===== src/rtl/lsu_pkg.sv =====
// Shared types and constants for the load/store unit.
//   lsu_size_e  : access size decoded from funct3[1:0]
//   lsu_state_e : split-access state
//   F3_*        : RV32I load/store funct3 encodings
package lsu_pkg;

  typedef enum logic [1:0] {
    LSU_B,
    LSU_H,
    LSU_W
  } lsu_size_e;

  typedef enum logic {
    LSU_IDLE,
    LSU_SECOND
  } lsu_state_e;

  localparam logic [2:0] F3_LB  = 3'b000;
  localparam logic [2:0] F3_LH  = 3'b001;
  localparam logic [2:0] F3_LW  = 3'b010;
  localparam logic [2:0] F3_LBU = 3'b100;
  localparam logic [2:0] F3_LHU = 3'b101;

  // Stores only use 000/001/010, which are a subset of the load encodings.
  function automatic logic f3_valid(input logic [2:0] f3);
    return (f3 == F3_LB) || (f3 == F3_LH) || (f3 == F3_LW) ||
           (f3 == F3_LBU) || (f3 == F3_LHU);
  endfunction

  function automatic lsu_size_e f3_size(input logic [2:0] f3);
    case (f3[1:0])
      2'b00:   return LSU_B;
      2'b01:   return LSU_H;
      default: return LSU_W;
    endcase
  endfunction

endpackage


===== src/rtl/lsu_lane_align.sv =====
// Combinational byte-lane alignment for the load/store unit.
// Ports:
//   size      : access size
//   off       : byte offset within the first word
//   zext      : 1 = zero-extend load result, 0 = sign-extend
//   wdata     : right-justified store data
//   rdata64   : {second word, first word} of read data
//   mask8     : byte-lane mask across both words ([3:0] first, [7:4] second)
//   wdata64   : lane-aligned store data ([31:0] first, [63:32] second)
//   load_data : extracted and extended load result
module lsu_lane_align
  import lsu_pkg::*;
(
  input  lsu_size_e   size,
  input  logic [1:0]  off,
  input  logic        zext,
  input  logic [31:0] wdata,
  input  logic [63:0] rdata64,
  output logic [7:0]  mask8,
  output logic [63:0] wdata64,
  output logic [31:0] load_data
);

  logic [3:0]  base_mask;
  logic [4:0]  sh_amt;
  logic [63:0] rshift;
  logic [31:0] lane;
  logic        unused_hi;

  assign sh_amt = {off, 3'b000};

  always_comb begin
    base_mask = 4'b0000;
    case (size)
      LSU_B:   base_mask = 4'b0001;
      LSU_H:   base_mask = 4'b0011;
      default: base_mask = 4'b1111;
    endcase
  end

  assign mask8   = {4'b0000, base_mask} << off;
  // Duplicating the word makes the wrap into the second access fall out of one shift.
  assign wdata64 = {wdata, wdata} << sh_amt;

  assign rshift    = rdata64 >> sh_amt;
  assign lane      = rshift[31:0];
  assign unused_hi = ^rshift[63:32];

  always_comb begin
    load_data = lane;
    case (size)
      LSU_B:   load_data = zext ? {24'h0, lane[7:0]}  : {{24{lane[7]}}, lane[7:0]};
      LSU_H:   load_data = zext ? {16'h0, lane[15:0]} : {{16{lane[15]}}, lane[15:0]};
      default: load_data = lane;
    endcase
  end

endmodule


===== src/rtl/lsu_split_unit.sv =====
// Load/store unit between the MEM stage and a word-addressed data memory.
// Byte-addressed RV32I loads/stores become chip-select/write/mask/word-address
// memory controls; word-crossing accesses are split into two accesses with a
// one-cycle stall. Define LSU_MISALIGN_TRAP_EN to trap misaligned accesses
// instead of splitting them.
// Ports:
//   clk, rst                  : clock (posedge), async active-low reset
//   req_valid/store/funct3    : MEM-stage request control
//   req_addr, req_wdata       : byte address, right-justified store data
//   flush                     : kill the in-flight request
//   stall                     : hold the MEM stage
//   load_valid, load_data     : extended load result
//   misalign_exc              : misaligned-access exception (trap build only)
//   mem_cs (low), mem_wr (0=write), mem_mask, mem_addr, mem_wdata : memory side
//   mem_rdata                 : asynchronous memory read data
module lsu_split_unit
  import lsu_pkg::*;
#(
  parameter int unsigned ADDR_W = 20,
  parameter int unsigned XLEN   = 32
) (
  input  logic              clk,
  input  logic              rst,
  input  logic              req_valid,
  input  logic              req_store,
  input  logic [2:0]        req_funct3,
  input  logic [31:0]       req_addr,
  input  logic [31:0]       req_wdata,
  input  logic              flush,
  output logic              stall,
  output logic              load_valid,
  output logic [31:0]       load_data,
  output logic              misalign_exc,
  output logic              mem_cs,
  output logic              mem_wr,
  output logic [3:0]        mem_mask,
  output logic [ADDR_W-1:0] mem_addr,
  output logic [31:0]       mem_wdata,
  input  logic [31:0]       mem_rdata
);

  lsu_state_e        state_q, state_d;
  logic [31:0]       lo_buf_q, lo_buf_d;

  lsu_size_e         size;
  logic [1:0]        off;
  logic [ADDR_W-1:0] word_addr;
  logic [7:0]        mask8;
  logic [63:0]       wdata64;
  logic [63:0]       rdata64;
  logic [31:0]       ext_data;
  logic              split;
  logic              go;
  logic              misaligned;
  logic              unused_addr;

  assign size        = f3_size(req_funct3);
  assign off         = req_addr[1:0];
  assign word_addr   = req_addr[ADDR_W+1:2];
  assign unused_addr = ^req_addr[31:ADDR_W+2];
  assign split       = |mask8[7:4];
  assign misaligned  = ((size == LSU_H) && off[0]) || ((size == LSU_W) && (off != 2'b00));

  // rst is folded in so every output sits at its idle value while reset is held.
  assign go = rst && req_valid && f3_valid(req_funct3) && !flush;

  // In SECOND the first word comes from lo_buf; otherwise only the low word matters.
  assign rdata64 = (state_q == LSU_SECOND) ? {mem_rdata, lo_buf_q} : {32'h0, mem_rdata};

  lsu_lane_align u_align (
    .size      (size),
    .off       (off),
    .zext      (req_funct3[2]),
    .wdata     (req_wdata),
    .rdata64   (rdata64),
    .mask8     (mask8),
    .wdata64   (wdata64),
    .load_data (ext_data)
  );

  always_comb begin
    state_d      = state_q;
    lo_buf_d     = lo_buf_q;
    stall        = 1'b0;
    load_valid   = 1'b0;
    misalign_exc = 1'b0;
    mem_cs       = 1'b1;
    mem_wr       = 1'b1;
    mem_mask     = 4'b0000;
    mem_addr     = '0;
    mem_wdata    = 32'h0;

    case (state_q)
      LSU_IDLE: begin
        if (go) begin
`ifdef LSU_MISALIGN_TRAP_EN
          if (misaligned) begin
            misalign_exc = 1'b1;
          end else begin
            mem_cs     = 1'b0;
            mem_wr     = ~req_store;
            mem_addr   = word_addr;
            mem_mask   = mask8[3:0];
            mem_wdata  = wdata64[31:0];
            load_valid = ~req_store;
          end
`else
          mem_cs    = 1'b0;
          mem_wr    = ~req_store;
          mem_addr  = word_addr;
          mem_mask  = mask8[3:0];
          mem_wdata = wdata64[31:0];
          if (split) begin
            stall    = 1'b1;
            state_d  = LSU_SECOND;
            lo_buf_d = mem_rdata;
          end else begin
            load_valid = ~req_store;
          end
`endif
        end
      end
`ifndef LSU_MISALIGN_TRAP_EN
      LSU_SECOND: begin
        // Always leave after one cycle; a flush just drops the second access.
        state_d = LSU_IDLE;
        if (go) begin
          mem_cs     = 1'b0;
          mem_wr     = ~req_store;
          mem_addr   = word_addr + ADDR_W'(1);
          mem_mask   = mask8[7:4];
          mem_wdata  = wdata64[63:32];
          load_valid = ~req_store;
        end
      end
`endif
      default: state_d = LSU_IDLE;
    endcase

    load_data = load_valid ? ext_data : 32'h0;
  end

  always_ff @(posedge clk or negedge rst) begin
    if (!rst) begin
      state_q  <= LSU_IDLE;
      lo_buf_q <= 32'h0;
    end else begin
      state_q  <= state_d;
      lo_buf_q <= lo_buf_d;
    end
  end

endmodule


===== config.mk =====
export PLATFORM = sky130hd
export DESIGN_NAME = lsu_split_unit
export DESIGN_NICKNAME = d
export VERILOG_FILES = /design/src/rtl/lsu_pkg.sv /design/src/rtl/lsu_lane_align.sv /design/src/rtl/lsu_split_unit.sv
export SDC_FILE = /design/constraint.sdc
export NUM_CORES = 1
export LEC_CHECK = 0
export CORE_MARGIN = 2
export CORE_UTILIZATION = 30
export DETAILED_ROUTE_END_ITERATION = 7
export GPL_TIMING_DRIVEN = 1
export HOLD_SLACK_MARGIN = 0.08
export PLACE_DENSITY = 0.7
export RECOVER_POWER = 50
export SYNTH_ARGS = -nofsm -noshare
export SYNTH_HDL_FRONTEND = slang
export SYNTH_SLANG_ARGS = --single-unit

===== constraint.sdc =====
create_clock -name clk -period 2.7 [get_ports clk]
set_input_delay 0.27 -clock clk [delete_from_list [all_inputs] [get_ports clk]]
set_output_delay 0.27 -clock clk [all_outputs]
set_load 0.02 [all_outputs]

---- Word-level counts from Yosys, hierarchy flattened ----
Cells that the tools add are included.
word-level totals
  output and inout port bits .............. 93
  flip-flop bits (word level) ............. 33
  word-level logic and storage cells ...... 53
  bits of input ports ..................... 104
cells by class
  reduce and logical (&&, ||, !) cells .... 13
  add/sub/neg operators ................... 1
  multiplexer cells ....................... 26
  bitwise operators ....................... 2
  shift operators ......................... 3
  equality and inequality tests ........... 6
operator list
  kind                     count
  $mux W32                 5
  $pmux W32 S2             2
  $mux W64                 1
  $shl A64 B5 Y64          1
  $shr A64 B5 Y32          1
  $mux W20                 2
  $pmux W20 S2             1
  $add A20 B1 Y20 const B  1
  $pmux W4 S2              2
  $mux W1                  8
  $mux W4                  2
  $shl A4 B2 Y8            1
  $eq A3 B3 Y1 const B     2
  $eq A2 B1 Y1 const B     2
  $logic_not A2 Y1         2
  $logic_or A1 B1 Y1       4
  $pmux W1 S2              2
  $pmux W2 S2              1
  $reduce_or A4 Y1         1
  $eq A3 B1 Y1 const B     1
  $eq A3 B2 Y1 const B     1
  $logic_and A1 B1 Y1      3
  $logic_not A3 Y1         1
  $reduce_and A3 Y1        1
  other kinds (2)          3

---- Logic depth before layout (Yosys ltp) ----
  word-level depth ........................ 10
  mapped depth ............................ 8
  mapped depth without buffers ............ 5

---- By module ----
Synthesis repeated with hierarchy kept, for this count alone.
unflattened totals
  cell total of the unflattened synthesis .. 586
  area, all modules ....................... 5388.9 um^2
modules (own cells, without submodules)
  module          cells an instance  seq. area each (um^2)  area each (um^2)  instances
  lsu_split_unit  350                825.8                  3101.7            1
  lsu_lane_align  236                0.0                    2287.2            1

---- Worst setup path after synthesis ----
No wires, ideal clock.
  path kind ............................... register to output
  start point ............................. register state_q
  end point ............................... output load_data[16]
  setup slack ............................. 0.308 ns
  required time ........................... 2.430 ns
  buffers on the path ..................... 2
  data arrival time ....................... 2.122 ns
  stages on the path, launching flop included .. 7
  cell sequence ........................... dfrtp_1 -> buf_4 -> mux2i_1 -> mux4_2 -> or3_1 -> buf_2 -> a211oi_1
on the way
  longest elaborated chain between the ends .. 5
  elaborated cells between the ends (all ways) .. 8
  those cells by class .................... shift: 1; mux: 6; bitwise: 1
ends and longest elaborated chain
  what                         RTL line                                    text
  start: declaration           lsu_split_unit.sv:42                        lsu_state_e state_q, state_d;
  start signal: assignment     lsu_split_unit.sv:148                       state_q <= state_d;
  $mux W64                     lsu_split_unit.sv:68                        assign rdata64 = (state_q == LSU_SECOND) ? {mem_rdata, lo_buf_q} : {32'h0, mem_rdata};
  $shr A64 B5 Y32              lsu_lane_align.sv:45                        assign rshift = rdata64 >> sh_amt;
  $mux W32 (on tied branches)  lsu_lane_align.sv:53, lsu_lane_align.sv:52
  $pmux W32 S2                 lsu_lane_align.sv:51                        case (size)
  $mux W32 (*)                 lsu_split_unit.sv:140                       load_data = load_valid ? ext_data : 32'h0;
  end: declaration             lsu_split_unit.sv:32                        output logic [31:0] load_data,
Every way passes the cells marked *; elsewhere a longest branch is shown, timed or not.

---- Worst setup path after layout ----
  start point ............................. register state_q
  end point ............................... output mem_addr[19]
on the way
  longest elaborated chain between the ends .. 2
ends and longest elaborated chain
  what              RTL line              text
  $not A1 Y1        -
  $pmux W20 S2 (*)  lsu_split_unit.sv:93  case (state_q)
  end: declaration  lsu_split_unit.sv:37  output logic [ADDR_W-1:0] mem_addr,
Marks and branches as above.

==> run metrics <==
status finished with violations; failing checks max-capacitance violations, max-slew violations; Async SR Flop Fraction 1.000; antenna violation net count after detailed routing 0; Critical Setup Path Class reg -> out; total number of placement rows 44; count of final hold-check violations 0; via count normalized by instance count 5.685; Highest Signal Layer met4; number of global-route vias before repair ~5,100; root buffer selected by CTS sky130_fd_sc_hd__clkbuf_16; sort of element at the end of the critical path primary output; Worst EP arrival 2.36 ns; sequential cell area in the final layout about 830 um2; Max-Slew Margin vs Limit -0.2373; top-level port count 197; met2 layer wire length in the routed design between 8000 and 9000 um; x dimension of the die between 100 and 150 um; synthesis warning total 0; clock insertion delay at the later pin of the skew report ~0.28 ns; number of endpoints failing setup at the final stage 0; fin worst setup slack roughly 0.068 ns; final std cell area, no fill 6852 um2; Port-buffer cells 185; final worst clock skew approximately 0.0031 ns; Worst VDD drop 0.4046 mV; number of enable flip-flop cells after synthesis 0; multi-input combinational cell area 3364 um2; Met1 Routed Length 6967 um; cell count of the worst reg-to-reg path 5; most used flip-flop cell after synthesis sky130_fd_sc_hd__dfrtp_1; largest fanout on the critical path 16; Post-Syn Area per Cell slightly below 9 um2; most common library cell in the layout ignoring fill and taps sky130_fd_sc_hd__clkdlybuf4s50_1; type of element launching the critical path register; gate count after technology mapping between 500 and 600; final RePlAce weighted congestion about 0.9; hold endpoint lo_buf_q[4]$_DFFE_PN0P_; setup repair after global routing missed its margin yes; top library cells by usage in the layout, fill and taps aside sky130_fd_sc_hd__clkdlybuf4s50_1, sky130_fd_sc_hd__mux2i_1, sky130_fd_sc_hd__buf_4; area of the mapped netlist between 4000 and 5000 um2; synthesized flop and latch total 33; HPWL after detailed placement between 10,000 and 15,000 um; power per unit of standard cell area ~310 nW/um2; Worst Min Path Start lo_buf_q[4]$_DFFE_PN0P_; worst-margin pin slew roughly 1.9 ns; placed cell area ~6800 um2; Final Net Count approximately 810; share of cells above drive strength 1 0.2500; worst-case clock buffer depth 2; overall die height about 130 um; portion of the clock cycle consumed by the worst path in the final layout 0.9749; number of buffers inserted by post-CTS setup repair 0; static leakage 2.921 nW; post-route minimum period between 2 and 3 ns; number of distinct standard cells referenced by the synthesized netlist between 40 and 50; CTS tree yes; Hold Path Cell Cnt 1; terminus of the critical flop-to-flop path lo_buf_q[19]$_DFFE_PN0P_; final total power between 0.002 and 0.0025 W; Initial DRT Pass Iterations 4; Synthesized Nets between 600 and 700; number of vias in the routed layout around 5,000; maximum number of pins on one net before global-route repair 56; CTS sink count 33; number of fillers in the final layout 1,367; initial antenna violation count 0; required time reported for the critical path endpoint ~2.4 ns; total congestion overflow 0; origin of the critical flop-to-flop path state_q$_DFF_PN0_; aggregate routed wire length around 17,000 um; die area roughly 16,000 um2; total length of routed met3 wires around 1100 um; starting DRC count in detailed routing about 190; minimum setup slack among reg-to-reg paths 0.47 ns; number of diodes added for antenna fixing 0; global-route usage over all layers 0.2021; synthesis-to-finish area growth 53.52%; clock-pin transition on the worst setup and hold timing paths roughly 0.050 ns; worst setup slack after placement -0.3502 ns; share of the yosys chip area belonging to registers 0.1850; timing-limited maximum frequency roughly 380 MHz; maxcap violations 1; worst hold path type reg -> reg; worst hold slack between 0.5 and 0.6 ns; H-Tree Depth 2; global-route wire length before repair around 27,000 um; Avg WL per Cell between 15 and 20 um; count of unresolved DRC violations after routing 0; placeable core area between 10,000 and 15,000 um2; count of pins over their slew limit 34; number of buffers created by CTS 5; Initial Util 0.3071
flip-flops by register name (all words and copies together), names as in the netlist:
register and flops:
state_q 1, lo_buf_q 32
layer usage:
metal,up-vias,global-route usage
li1,2334,-
met1,2460,0.2566
met2,225,0.3571
met3,29,0.03016
met4,0,0.05559
met5,-,0
what timing repair did:
item,CTS,global route
gates cloned,1,0
hold buffers,0,0
endpoints found under the setup margin,58,43
pin swaps,0,0
resized for setup,111,51
critical path, cell delays in order, from the launching register on:
cell,delay (ns)
sky130_fd_sc_hd__dfrtp_2,0.44
sky130_fd_sc_hd__buf_6,0.21
sky130_fd_sc_hd__nand4_1,0.12
sky130_fd_sc_hd__or3_1,0.40
sky130_fd_sc_hd__or4_1,0.49
sky130_fd_sc_hd__a21oi_1,0.16
sky130_fd_sc_hd__clkdlybuf4s15_2,0.27
worst max-delay path by stage:
stage	startpoint	to	slack, ns	depth (start not counted)
after floorplan	state_q$_DFF_PN0_	load_data[16]	0.31	6
after global placement	mem_rdata[15]	load_data[18]	-0.30	7
after detailed placement	mem_rdata[23]	load_data[16]	-0.35	7
after CTS	state_q$_DFF_PN0_	load_data[30]	-0.008	6
after global routing	state_q$_DFF_PN0_	mem_addr[19]	-0.06	6
final	state_q$_DFF_PN0_	mem_addr[19]	0.07	6
synthesized netlist by cell type, types with 2 or more instances:
cell type                   instances  area share
sky130_fd_sc_hd__dfrtp_1           33        0.19
sky130_fd_sc_hd__o31ai_1            5      0.0084
sky130_fd_sc_hd__buf_1              5      0.0042
sky130_fd_sc_hd__buf_6              2      0.0050
sky130_fd_sc_hd__nand2_1           25       0.021
sky130_fd_sc_hd__or4_1              5      0.0084
sky130_fd_sc_hd__nand3_1           15       0.017
sky130_fd_sc_hd__a21o_1             8       0.013
sky130_fd_sc_hd__nor2_1            42       0.035
sky130_fd_sc_hd__a22oi_1            9       0.015
sky130_fd_sc_hd__clkbuf_1          26       0.022
sky130_fd_sc_hd__mux4_2            16       0.081
sky130_fd_sc_hd__nor2b_1            4      0.0056
sky130_fd_sc_hd__o21a_1             7       0.012
sky130_fd_sc_hd__inv_1              8      0.0067
sky130_fd_sc_hd__and3_1             3      0.0042
sky130_fd_sc_hd__xnor2_1            6       0.012
sky130_fd_sc_hd__a21oi_1           35       0.039
sky130_fd_sc_hd__nand4_1            4      0.0056
sky130_fd_sc_hd__and2_1             3      0.0042
sky130_fd_sc_hd__mux2i_1           74        0.17
sky130_fd_sc_hd__o22a_1             9       0.018
sky130_fd_sc_hd__o221a_2            7       0.018
sky130_fd_sc_hd__mux2_2            39       0.098
sky130_fd_sc_hd__xor2_1             5      0.0098
sky130_fd_sc_hd__buf_2             17       0.019
sky130_fd_sc_hd__a2bb2oi_1          9       0.018
sky130_fd_sc_hd__buf_4              7       0.012
sky130_fd_sc_hd__nor4_1             3      0.0042
sky130_fd_sc_hd__or3_1              7      0.0098
sky130_fd_sc_hd__a211oi_2          12       0.034
sky130_fd_sc_hd__a211oi_1          19       0.032
sky130_fd_sc_hd__o21ai_0           24       0.027
sky130_fd_sc_hd__a221oi_1           7       0.014
through the flow:
stage                 util  TNS [ns]  cells
finish              0.4714         0    888
global route        0.4714  -0.06902    888
CTS                 0.4780  -0.04361    888
detailed placement  0.4696    -8.338    879
global placement    0.4696    -7.287    879
floorplan                -         0    509
report_power, final:
part	total, W	internal, W	switching (W)	leakage (nW)
registers	0.000710	0.000628	0.0000823	0.403
logic	0.000850	0.000472	0.000378	2.45
clock network	0.000580	0.000368	0.000212	0.0712
total	0.00214	0.00147	0.000672	2.92
final cells by class:
type,count,area share
clock buffers,8,0.02137
inverters,8,0.004383
multi-input cells,411,0.4911
flip-flops and latches,33,0.1207
well taps,184,0.03360
repair buffers,244,0.3289
cells by family after synthesis:
logic type,synth area share
flip-flops,0.1850
AND/OR/NAND/NOR,0.1267
multiplexers,0.3451
other,0.0008402
buffers and inverters,0.06868
XOR/XNOR,0.02159
AO/OA/AOI/OAI,0.2492
adder cells (fa/ha/maj),0.002803
No activity file was read; power rests on OpenSTA's default activity.
